$ cat config.mk
export PLATFORM = sky130hd
export DESIGN_NAME = mdu_control
export DESIGN_NICKNAME = d
export VERILOG_FILES = /design/src/rtl/mdu_pkg.sv /design/src/rtl/mdu_iter_counter.sv /design/src/rtl/mdu_control.sv
export SDC_FILE = /design/constraint.sdc
export NUM_CORES = 1
export LEC_CHECK = 0
export ABC_AREA = 0
export CAP_MARGIN = 10
export CELL_PAD_IN_SITES_DETAIL_PLACEMENT = 1
export CELL_PAD_IN_SITES_GLOBAL_PLACEMENT = 1
export CORE_MARGIN = 2
export CORE_UTILIZATION = 33
export CTS_CLUSTER_DIAMETER = 100
export DETAILED_ROUTE_END_ITERATION = 10
export PLACE_DENSITY_LB_ADDON = 0.3
export SETUP_SLACK_MARGIN = 0.02
export SLEW_MARGIN = 20
export SYNTH_ARGS = -nofsm -noshare
export SYNTH_HDL_FRONTEND = slang
export SYNTH_SLANG_ARGS = --single-unit
export TNS_END_PERCENT = 50
$ cat constraint.sdc
create_clock -name clk -period 1.8 [get_ports clk]
set_input_delay 0.54 -clock clk [delete_from_list [all_inputs] [get_ports clk]]
set_output_delay 0.54 -clock clk [all_outputs]
set_load 0.02 [all_outputs]
$ cat src/rtl/mdu_pkg.sv
// Shared definitions for the multiply/divide sequencing controller:
// ALU opcodes, operating-mode encodings and the controller state type.
package mdu_pkg;

  localparam logic [5:0] Addu = 6'b001001;
  localparam logic [5:0] Subu = 6'b001010;

  localparam logic MODE_DIV = 1'b0;
  localparam logic MODE_MUL = 1'b1;

  typedef enum logic [2:0] {
    IDLE,
    LOAD,
    ITER,
    FIX,
    DONE
  } mdu_state_t;

endpackage

$ cat src/rtl/mdu_iter_counter.sv
// Iteration counter for the shift-add / shift-subtract loop. It is cleared
// while operands load, advances once per iteration and flags the final one.
module mdu_iter_counter #(
  parameter int WIDTH = 32,
  parameter int CW    = $clog2(WIDTH)
) (
  input  logic clk_i,
  input  logic rst_ni,
  input  logic clear_i,
  input  logic en_i,
  output logic last_o
);

  logic [CW-1:0] count_q;
  logic [CW-1:0] count_d;

  // Clear has priority so a fresh operation always starts counting from zero.
  always_comb begin
    count_d = count_q;
    if (clear_i) begin
      count_d = '0;
    end else if (en_i) begin
      count_d = count_q + CW'(1);
    end
  end

  // Counter register, forced to zero whenever the controller is reset.
  always_ff @(posedge clk_i or negedge rst_ni) begin
    if (!rst_ni) begin
      count_q <= '0;
    end else begin
      count_q <= count_d;
    end
  end

  assign last_o = (count_q == CW'(WIDTH - 1));

endmodule

$ cat src/rtl/mdu_control.sv
// Sequencing controller for the iterative multiplier / divider datapath.
// A rising edge on Run starts an operation (only when idle or finished);
// the controller loads operands, runs WIDTH iterations, applies the divide
// fix-up shift and reports Ready, flagging divide-by-zero on Error.
module mdu_control
  import mdu_pkg::*;
#(
  parameter int WIDTH = 32
) (
  input  logic       clk,
  input  logic       Reset_n,
  input  logic       Run,
  input  logic       Mode,
  input  logic       Sign,
  input  logic       Lsb,
  input  logic       Dvz,
  output logic       Load,
  output logic       W_ctrl,
  output logic [5:0] ALU_ctrl,
  output logic       SLL_ctrl,
  output logic       SRL_ctrl,
  output logic       Busy,
  output logic       Ready,
  output logic       Error
);

  localparam int CW = $clog2(WIDTH);

  mdu_state_t state_q;
  mdu_state_t state_d;
  logic       run_q;
  logic       mode_q;
  logic       mode_d;
  logic       error_q;
  logic       error_d;
  logic       startAccept;
  logic       iterLast;

  assign startAccept = Run & ~run_q & ((state_q == IDLE) || (state_q == DONE));

  mdu_iter_counter #(
    .WIDTH (WIDTH),
    .CW    (CW)
  ) u_iter_counter (
    .clk_i   (clk),
    .rst_ni  (Reset_n),
    .clear_i (state_q == LOAD),
    .en_i    (state_q == ITER),
    .last_o  (iterLast)
  );

  // State, edge-detect, latched mode and error flag registers.
  always_ff @(posedge clk or negedge Reset_n) begin
    if (!Reset_n) begin
      state_q <= IDLE;
      run_q   <= 1'b0;
      mode_q  <= MODE_DIV;
      error_q <= 1'b0;
    end else begin
      state_q <= state_d;
      run_q   <= Run;
      mode_q  <= mode_d;
      error_q <= error_d;
    end
  end

  // Next-state logic; mode and error only change on a start or in LOAD.
  always_comb begin
    state_d = state_q;
    mode_d  = mode_q;
    error_d = error_q;
    case (state_q)
      IDLE, DONE: begin
        if (startAccept) begin
          state_d = LOAD;
          mode_d  = Mode;
          error_d = 1'b0;
        end
      end
      LOAD: begin
        if ((mode_q == MODE_DIV) && Dvz) begin
          error_d = 1'b1;
          state_d = DONE;
        end else begin
          state_d = ITER;
        end
      end
      ITER: begin
        if (iterLast) begin
          state_d = (mode_q == MODE_DIV) ? FIX : DONE;
        end
      end
      FIX: begin
        state_d = DONE;
      end
      default: begin
        state_d = IDLE;
      end
    endcase
  end

  // Moore output decode; only the ITER write strobe follows Sign/Lsb directly.
  always_comb begin
    Load     = 1'b0;
    W_ctrl   = 1'b0;
    ALU_ctrl = 6'b0;
    SLL_ctrl = 1'b0;
    SRL_ctrl = 1'b0;
    Busy     = 1'b0;
    Ready    = 1'b0;
    case (state_q)
      LOAD: begin
        Load = 1'b1;
        Busy = 1'b1;
      end
      ITER: begin
        Busy = 1'b1;
        if (mode_q == MODE_DIV) begin
          ALU_ctrl = Subu;
          W_ctrl   = ~Sign;
          SLL_ctrl = 1'b1;
        end else begin
          ALU_ctrl = Addu;
          W_ctrl   = Lsb;
          SRL_ctrl = 1'b1;
        end
      end
      FIX: begin
        Busy     = 1'b1;
        SRL_ctrl = 1'b1;
      end
      DONE: begin
        Ready = 1'b1;
      end
      default: begin
        Busy = 1'b0;
      end
    endcase
  end

  assign Error = error_q;

endmodule
# After elaboration in Yosys (flattened, before gate mapping)
# Index checks and enable logic that the tools add are counted.
# classes
addsub	1
n_eq_ne	8
muxes	21
n_bitwise	5
reduce_logical	10
# op_table
cell	count
$mux W3	4
$pmux W3 S4	1
$mux W1	10
$mux W5	2
$eq A3 B2 Y1 const B	2
$ne A2 B2 Y1 const B	3
$add A5 B1 Y5 const B	1
$eq A5 B5 Y1 const B	1
$mux W4	1
$pmux W1 S2	2
$reduce_and A2 Y1	2
$reduce_bool A2 Y1	2
$eq A3 B1 Y1 const B	1
$eq A3 B3 Y1 const B	1
$logic_not A3 Y1	1
$not A1 Y1	3
$reduce_and A3 Y1	1
$reduce_or A3 Y1	1
$and A1 B1 Y1	2
$mux W2	1
$reduce_or A2 Y1	1
$logic_and A1 B1 Y1	1
$logic_or A1 B1 Y1	1
# word_totals
reg_bits	11
in_bits	7
out_inout_bits	13
elab_cells	50

# Longest topological paths before layout
# Gate-level depths: netlist of run 1.
# logic_depth
ltp_word	5
mapped_depth	5

# Hierarchy
# From an unflattened synthesis of run 1, not the netlist that was laid out.
# hier_totals
hier_cells	64
hier_area_um2	665.6
# by_module_without_submodules
module	n_inst	cells_per_inst	area_each_um2
mdu_control	1	42	389.1
mdu_iter_counter	1	22	276.5

# Worst setup path after synthesis of run 1
# No wires, ideal clock.
# synth_timing
path_kind	register to output
startpoint	register state_q[0]
endpoint	output port ALU_ctrl[1]
t_arrival_ns	1.516
required_time_ns	1.260
slack_ns	-0.256
path_stages_with_launch	5
n_path_buf	2
path_cell_list	dfrtp_1 > or3b_1 > buf_6 > nor2_1 > buf_4
# synth_between
elab_chain_len	2
# synth_rtl
element	line	rtl
start: declaration	mdu_control.sv:29	mdu_state_t state_q;
start signal: assignment	mdu_control.sv:60	state_q <= state_d;
$eq A3 B2 Y1	mdu_control.sv:111	case (state_q)
$mux W4	mdu_control.sv:111	
end: declaration	mdu_control.sv:19	output logic [5:0] ALU_ctrl,
# No other way between the ends.

# Worst setup path in the final report of run 1
# layout_timing
startpoint	register state_q[2]
endpoint	output port ALU_ctrl[0]
# The elaborated chain is that of the path after synthesis.

==> summary.txt, run 1 <==
Global route
  – Antenna violations before repair: 0
  – Grt ovf: 0
  – Largest net degree at the start of global routing: 12
  – First-pass GRT wire length: 2390 um
  – Vias in the first global route: 528
  – GRT Util Overall: 0.158

Timing
  – Hold Violations, Final: 0
  – Crit path time final: 2020 ps
  – Final setup viols: 7
  – Final Cycle Share: 1.12
  – Unrepaired setup endpoints after global routing: yes
  – Slew @ Worst Pin: 519 ps
  – Relative slew slack: 0.653
  – Max Freq: 0.495 GHz
  – Clk_skew: 1.54 ps
  – Pins Over Slew Limit: 0
  – Slack of the critical path: -222 ps

Clocking
  – Worst-skew pair later-pin latency: 280 ps
  – CTS Sinks: 11
  – TritonCTS Buffers: 3
  – H-Tree Depth: 1
  – CTS tree: done
  – CTS clk-pin slew, worst paths: 80 ps
  – Root buffer cell: clkbuf_4
  – CTS max path bufs: 2

Place
  – DP Wirelength: 1130 um
  – GPL Wtd Cong: 0.694
  – Dpl cell area: 877 sq um
  – IO buf count: 16

Synth
  – Number of synthesized register bits: 11
  – Synthesized area: 626 sq um
  – Biggest area consumer among synthesized cells: dfrtp_1
  – Synth Area per Inst: 10.1 sq um
  – Synth warnings: 0
  – Netlist cell types: 31
  – Register area share after synthesis: 0.440
  – Synth top area cells: dfrtp_1 (44%), buf_4 (6.0%), nor2_1 (4.2%), ha_1 (4.0%), a22o_2 (3.2%)
  – Top-area cell type share of the netlist area: 0.440
  – Mapped Cells: 62

Worst setup path
  – Path depth of the worst reg2reg path: 6
  – CP Capture Point: ALU_ctrl[0]
  – Worst EP arrival: 1480 ps
  – R2R Path End: u_iter_counter.count_q[2]$_DFFE_PN0P_
  – CP startpoint: state_q[2]$_DFFE_PN0P_
  – CP Capture Type: primary output
  – FF-to-FF Start: state_q[1]$_DFFE_PN0P_
  – R2R Setup Slk: 280 ps
  – Worst EP required: 1260 ps
  – Crit-path max FO: 4
  – Crit start category: register
  – Crit path kind: reg -> out

Floorplan
  – Die Span Y: 47.5 um
  – I/O pin total: 20
  – Core ar.: 1760 sq um
  – Initial Util: 0.355
  – Rows: 15
  – Die area: 2260 sq um
  – Die X: 47.5 um

Routing
  – Antenna viol nets, final: 0
  – 1st-pass router iterations: 4
  – DRC: 0
  – Vias per cell: 4.72
  – Vias: 547
  – Drt wl/cell: 12.6 um
  – Starting DRC count in detailed routing: 8
  – Routed WL: 1460 um

Pwr
  – Psw: 628 uW
  – P_leak: 0.470 nW
  – Pwr dens: 1660 nW/um^2
  – Worst VDD drop: 0.672 mV
  – Switch share: 0.410
  – Reg power frac: 0.260
  – Internal: 905 uW
  – Combinational Power Share: 0.624
  – Tot Pwr: 1.53 mW
  – Share of power burned in the clock network: 0.116

Cells and area
  – Leading cell type in the layout, fill and taps excluded: buf_4
  – Design area: 923 sq um
  – Share of cells above drive strength 1: 0.418
  – # nets final: 101
  – Highest-count cells in the layout ignoring fill and taps: buf_4 (16), dfrtp_1 (11), buf_6 (7)
  – Fill count: 224
  – Final core utilization: 0.523
  – Layout area overhead: 47.6%
  – ANT cells: 0

Hold path
  – Min-delay worst type: reg -> reg

Run status
  – Failing checks: negative setup slack
  – Status: complete, but fails checks

Flow run
  – Max Cap Viol: 0
-- Yosys cell counts --
| library cell | n |
|---|---|
| or2b_1 | 2 |
| xor2_1 | 1 |
| clkinv_8 | 1 |
| nor3_1 | 1 |
| a31oi_1 | 1 |
| nor2_1 | 7 |
| conb_1 | 1 |
| dfrtp_1 | 11 |
| and3_1 | 1 |
| or3b_1 | 1 |
| nor3b_1 | 2 |
| o22ai_1 | 1 |
| inv_1 | 1 |
| a211o_1 | 1 |
| clkbuf_1 | 1 |
| clkinv_1 | 1 |
| and2_1 | 1 |
| a22o_2 | 2 |
| o221ai_1 | 1 |
| a21oi_1 | 3 |
| buf_6 | 1 |
| o21ai_0 | 2 |
| o22a_2 | 1 |
| nand3_1 | 4 |
| or3b_4 | 1 |
| nand2b_1 | 2 |
| mux2_2 | 1 |
| buf_4 | 5 |
| and2_2 | 1 |
| ha_1 | 2 |
| nor2_2 | 1 |
-- cells by family after synthesis --
kind of cell,synth area share
adders and majority gates,0.0400
and+or+nand+nor,0.224
muxes,0.0180
xor gates and xnor gates,0.0140
buffers and inverters,0.122
DFF,0.440
AOI/OAI and AO/OA,0.136
other,0.00599
-- power by group through the flow --
stage          Combinational, mW  Clock [mW]  Sequential, mW
2_1_floorplan              0.516           0           0.395
3_3_place_gp               0.905           0           0.395
3_5_place_dp               0.923           0           0.401
4_1_cts                    0.929       0.185           0.397
5_1_grt                     1.04       0.201           0.411
6_report                   0.956       0.178           0.398
-- routing by layer --
metal	track usage	share of wire	up-vias
li1	-	-	267
met1	0.194	0.44	261
met2	0.257	0.50	17
met3	0.0377	0.053	2
met4	0.0811	0.010	0
met5	0	0	-
-- worst max-delay path, stage by stage, from the launching register on --
cell	delay, ps
dfrtp_1	380
or3b_1	390
buf_6	150
clkinv_8	40
and2_4	130
buf_6	110
-- sequential cells by signal, summed over array words and instances (netlist names) --
register / count
u_iter_counter.count_q: 5
state_q: 3
Error: 1
mode_q: 1
run_q: 1
-- per-stage QoR --
step	setup slack, ps	instances	setup TNS (ps)	hold WS [ps]
finish	-222	116	-1120	515
global route	-289	116	-1640	536
CTS	-230	115	-1220	517
detailed placement	-515	111	-2790	497
global placement	-496	111	-2620	489
floorplan	-14.2	64	-14.2	244
-- how the worst min path moves through the flow --
stage	start	endpoint	slack, ps	cells past startpoint
detailed placement	u_iter_counter.count_q[4]$_DFFE_PN0P_	u_iter_counter.count_q[4]$_DFFE_PN0P_	500	1
CTS	u_iter_counter.count_q[4]$_DFFE_PN0P_	u_iter_counter.count_q[4]$_DFFE_PN0P_	520	1
finish	u_iter_counter.count_q[4]$_DFFE_PN0P_	u_iter_counter.count_q[4]$_DFFE_PN0P_	510	1
global route	u_iter_counter.count_q[4]$_DFFE_PN0P_	u_iter_counter.count_q[4]$_DFFE_PN0P_	540	1
global placement	u_iter_counter.count_q[4]$_DFFE_PN0P_	u_iter_counter.count_q[4]$_DFFE_PN0P_	490	1
floorplan	Reset_n	Error$_DFFE_PN0P_	240	0
-- area by class of cell --
class / count / area [sq um] / area share
timing repair buffer: 30 / 272 / 0.294
multi-input combinational: 43 / 293 / 0.317
clock buffer: 3 / 22.5 / 0.0244
sequential: 11 / 275 / 0.298
clock inverter: 1 / 5.00 / 0.00542
inverter: 3 / 25.0 / 0.0271
tap: 25 / 31.3 / 0.0339
-- repair_timing --
action	CTS	global route
gates resized for setup	50	6
setup buffers	0	1
pin swaps	2	0
endpoints found under the setup margin	9	10
endpoints found under the hold margin	0	0
hold buffers	0	0
No activity file was read; power rests on OpenSTA's default activity.
==> run 2, diff against run 1 <==
--- a/config.mk
+++ b/config.mk
@@ -9,7 +9,7 @@
 export CAP_MARGIN = 10
 export CELL_PAD_IN_SITES_DETAIL_PLACEMENT = 1
 export CELL_PAD_IN_SITES_GLOBAL_PLACEMENT = 1
-export CORE_MARGIN = 2
+export CORE_MARGIN = 8
 export CORE_UTILIZATION = 33
 export CTS_CLUSTER_DIAMETER = 100
 export DETAILED_ROUTE_END_ITERATION = 10
==> run 2 against run 1 <==
The flow still finishes with violations (negative setup slack); worst hold slack better by 2.5 ps; routed wire length is 4.0% higher; flip-flop and latch count stayed put; critical path depth stayed put; combinational power hardly changed; maximum frequency is 0.95% higher; critical endpoint unchanged; clock power is 6% lower; largest power group unchanged; setup slack better by 19 ps; register-to-register slack worse by 120 ps; clock skew hardly changed; via count is 0.55% lower; final cell count is 0.86% lower.
==> summary.txt, run 2 (synthesis results as in run 1) <==
Worst setup path
  – Crit start category: register
  – FF-to-FF Start: state_q[2]$_DFFE_PN0P_
  – R2R Setup Slk: 160 ps
  – CP startpoint: state_q[2]$_DFFE_PN0P_
  – Crit-path max FO: 4
  – Crit path kind: reg -> out
  – CP Capture Point: ALU_ctrl[0]
  – CP Capture Type: primary output
  – Worst EP arrival: 1460 ps
  – Path depth of the worst reg2reg path: 7
  – R2R Path End: u_iter_counter.count_q[2]$_DFFE_PN0P_
  – Worst EP required: 1260 ps

Timing
  – Unrepaired setup endpoints after global routing: yes
  – Hold Violations, Final: 0
  – Slew @ Worst Pin: 518 ps
  – Final setup viols: 7
  – Crit path time final: 2000 ps
  – Slack of the critical path: -203 ps
  – Max Freq: 0.499 GHz
  – Relative slew slack: 0.654
  – Pins Over Slew Limit: 0
  – Final Cycle Share: 1.11
  – Fin Setup TNS: -1030 ps
  – Clk_skew: 1.89 ps

Run status
  – Failing checks: negative setup slack
  – Status: complete, but fails checks

Routing
  – 1st-pass router iterations: 3
  – Antenna viol nets, final: 0
  – DRC: 0
  – Vias per cell: 4.73
  – Routed WL: 1520 um
  – Vias: 544
  – Drt wl/cell: 13.2 um
  – Starting DRC count in detailed routing: 10

Cells and area
  – Reg with most FFs: u_iter_counter.count_q
  – Max reg flops: 5
  – Leading registers by flop count: u_iter_counter.count_q (5), state_q (3)
  – Highest-count cells in the layout ignoring fill and taps: buf_4 (14), dfrtp_1 (11), clkdlybuf4s50_1 (6), buf_6 (6), nor2_1 (5)
  – Share of cells above drive strength 1: 0.400
  – Layout area overhead: 47.0%
  – # nets final: 100
  – Layout Cells excl Fill: 115
  – Leading cell type in the layout, fill and taps excluded: buf_4
  – ANT cells: 0

Hold path
  – Min-delay worst type: reg -> reg

Clocking
  – CTS Sinks: 11
  – CTS clk-pin slew, worst paths: 70 ps
  – Worst-skew pair later-pin latency: 260 ps
  – TritonCTS Buffers: 3
  – CTS max path bufs: 2
  – Root buffer cell: clkbuf_4
  – H-Tree Depth: 1
  – CTS tree: done

Floorplan
  – Die area: 3550 sq um
  – Core ar.: 1760 sq um
  – Initial Util: 0.355
  – Die Span Y: 59.5 um
  – Rows: 15
  – I/O pin total: 20
  – Die X: 59.5 um

Place
  – Cells after DPL: 110
  – DP Wirelength: 1250 um
  – IO buf count: 16
  – Post-Place Worst Slack: -511 ps
  – GPL Wtd Cong: 0.719

Pwr
  – P_leak: 0.462 nW
  – Pwr dens: 1660 nW/um^2
  – Worst VDD drop: 0.712 mV
  – Tot Pwr: 1.53 mW

Global route
  – GRT Util Overall: 0.0984
  – Vias in the first global route: 601
  – Grt ovf: 0
  – Antenna violations before repair: 0
  – First-pass GRT wire length: 2660 um
  – Largest net degree at the start of global routing: 12

Flow run
  – Max Cap Viol: 0
## run 2: layout make-up
cell class	count	area, sq um
Clock buffer	4	26.3
Fill cell	222	845
Inverter	3	28.8
Multi-Input combinational cell	43	293
Sequential cell	11	275
Tap cell	25	31.3
Timing Repair Buffer	29	265
## run 2: how the worst min path moves through the flow
stage | depth (start not counted) | from | slack [ps] | end
after floorplan | 0 | Reset_n | 240 | Error$_DFFE_PN0P_
after CTS | 1 | u_iter_counter.count_q[4]$_DFFE_PN0P_ | 520 | u_iter_counter.count_q[4]$_DFFE_PN0P_
final | 1 | u_iter_counter.count_q[4]$_DFFE_PN0P_ | 520 | u_iter_counter.count_q[4]$_DFFE_PN0P_
after global routing | 1 | u_iter_counter.count_q[4]$_DFFE_PN0P_ | 550 | u_iter_counter.count_q[4]$_DFFE_PN0P_
after global placement | 1 | u_iter_counter.count_q[4]$_DFFE_PN0P_ | 490 | u_iter_counter.count_q[4]$_DFFE_PN0P_
after detailed placement | 1 | u_iter_counter.count_q[4]$_DFFE_PN0P_ | 500 | u_iter_counter.count_q[4]$_DFFE_PN0P_
## run 2: routing by layer
metal	track usage	part of all wire	up-vias
met4	0.0612	0.016	0
met5	0	0	-
met1	0.113	0.44	262
met3	0.0304	0.057	2
li1	-	-	265
met2	0.154	0.49	15
## run 2: report_power, final
| group | internal [mW] | total, mW | switching [mW] |
|---|---|---|---|
| combinational | 0.495 | 0.959 | 0.465 |
| clock | 0.0856 | 0.168 | 0.0827 |
| sequential | 0.325 | 0.398 | 0.0730 |
| total | 0.905 | 1.53 | 0.620 |
## run 2: timing repair
action / in CTS / in global routing
setup buffers: 0 / 1
hold buffers: 0 / 0
resized for setup: 49 / 8
pin swaps: 2 / 1
gates cloned: 0 / 0
setup endpoints to repair: 9 / 10
## run 2: per-stage QoR
step           instance area (sq um)  utilization  hold WS (ps)
6_report                         920        0.521           517
3_3_place_gp                     870        0.493           490
3_5_place_dp                     870        0.493           497
5_1_grt                          920        0.521           549
2_1_floorplan                    641            -           244
4_1_cts                          887        0.503           521
## run 2: critical path, stage by stage, from the launching register on
cell	delay [ps]
dfrtp_1	380
or3b_1	390
buf_6	150
clkinv_8	40
and2_4	130
buf_6	110
==> run 3, diff against run 2 <==
--- a/config.mk
+++ b/config.mk
@@ -15,7 +15,6 @@
 export DETAILED_ROUTE_END_ITERATION = 10
 export PLACE_DENSITY_LB_ADDON = 0.3
 export SETUP_SLACK_MARGIN = 0.02
-export SLEW_MARGIN = 20
 export SYNTH_ARGS = -nofsm -noshare
 export SYNTH_HDL_FRONTEND = slang
 export SYNTH_SLANG_ARGS = --single-unit
==> results of run 3 <==
No change in the layout: final DEF, timing and power equal those of run 2.
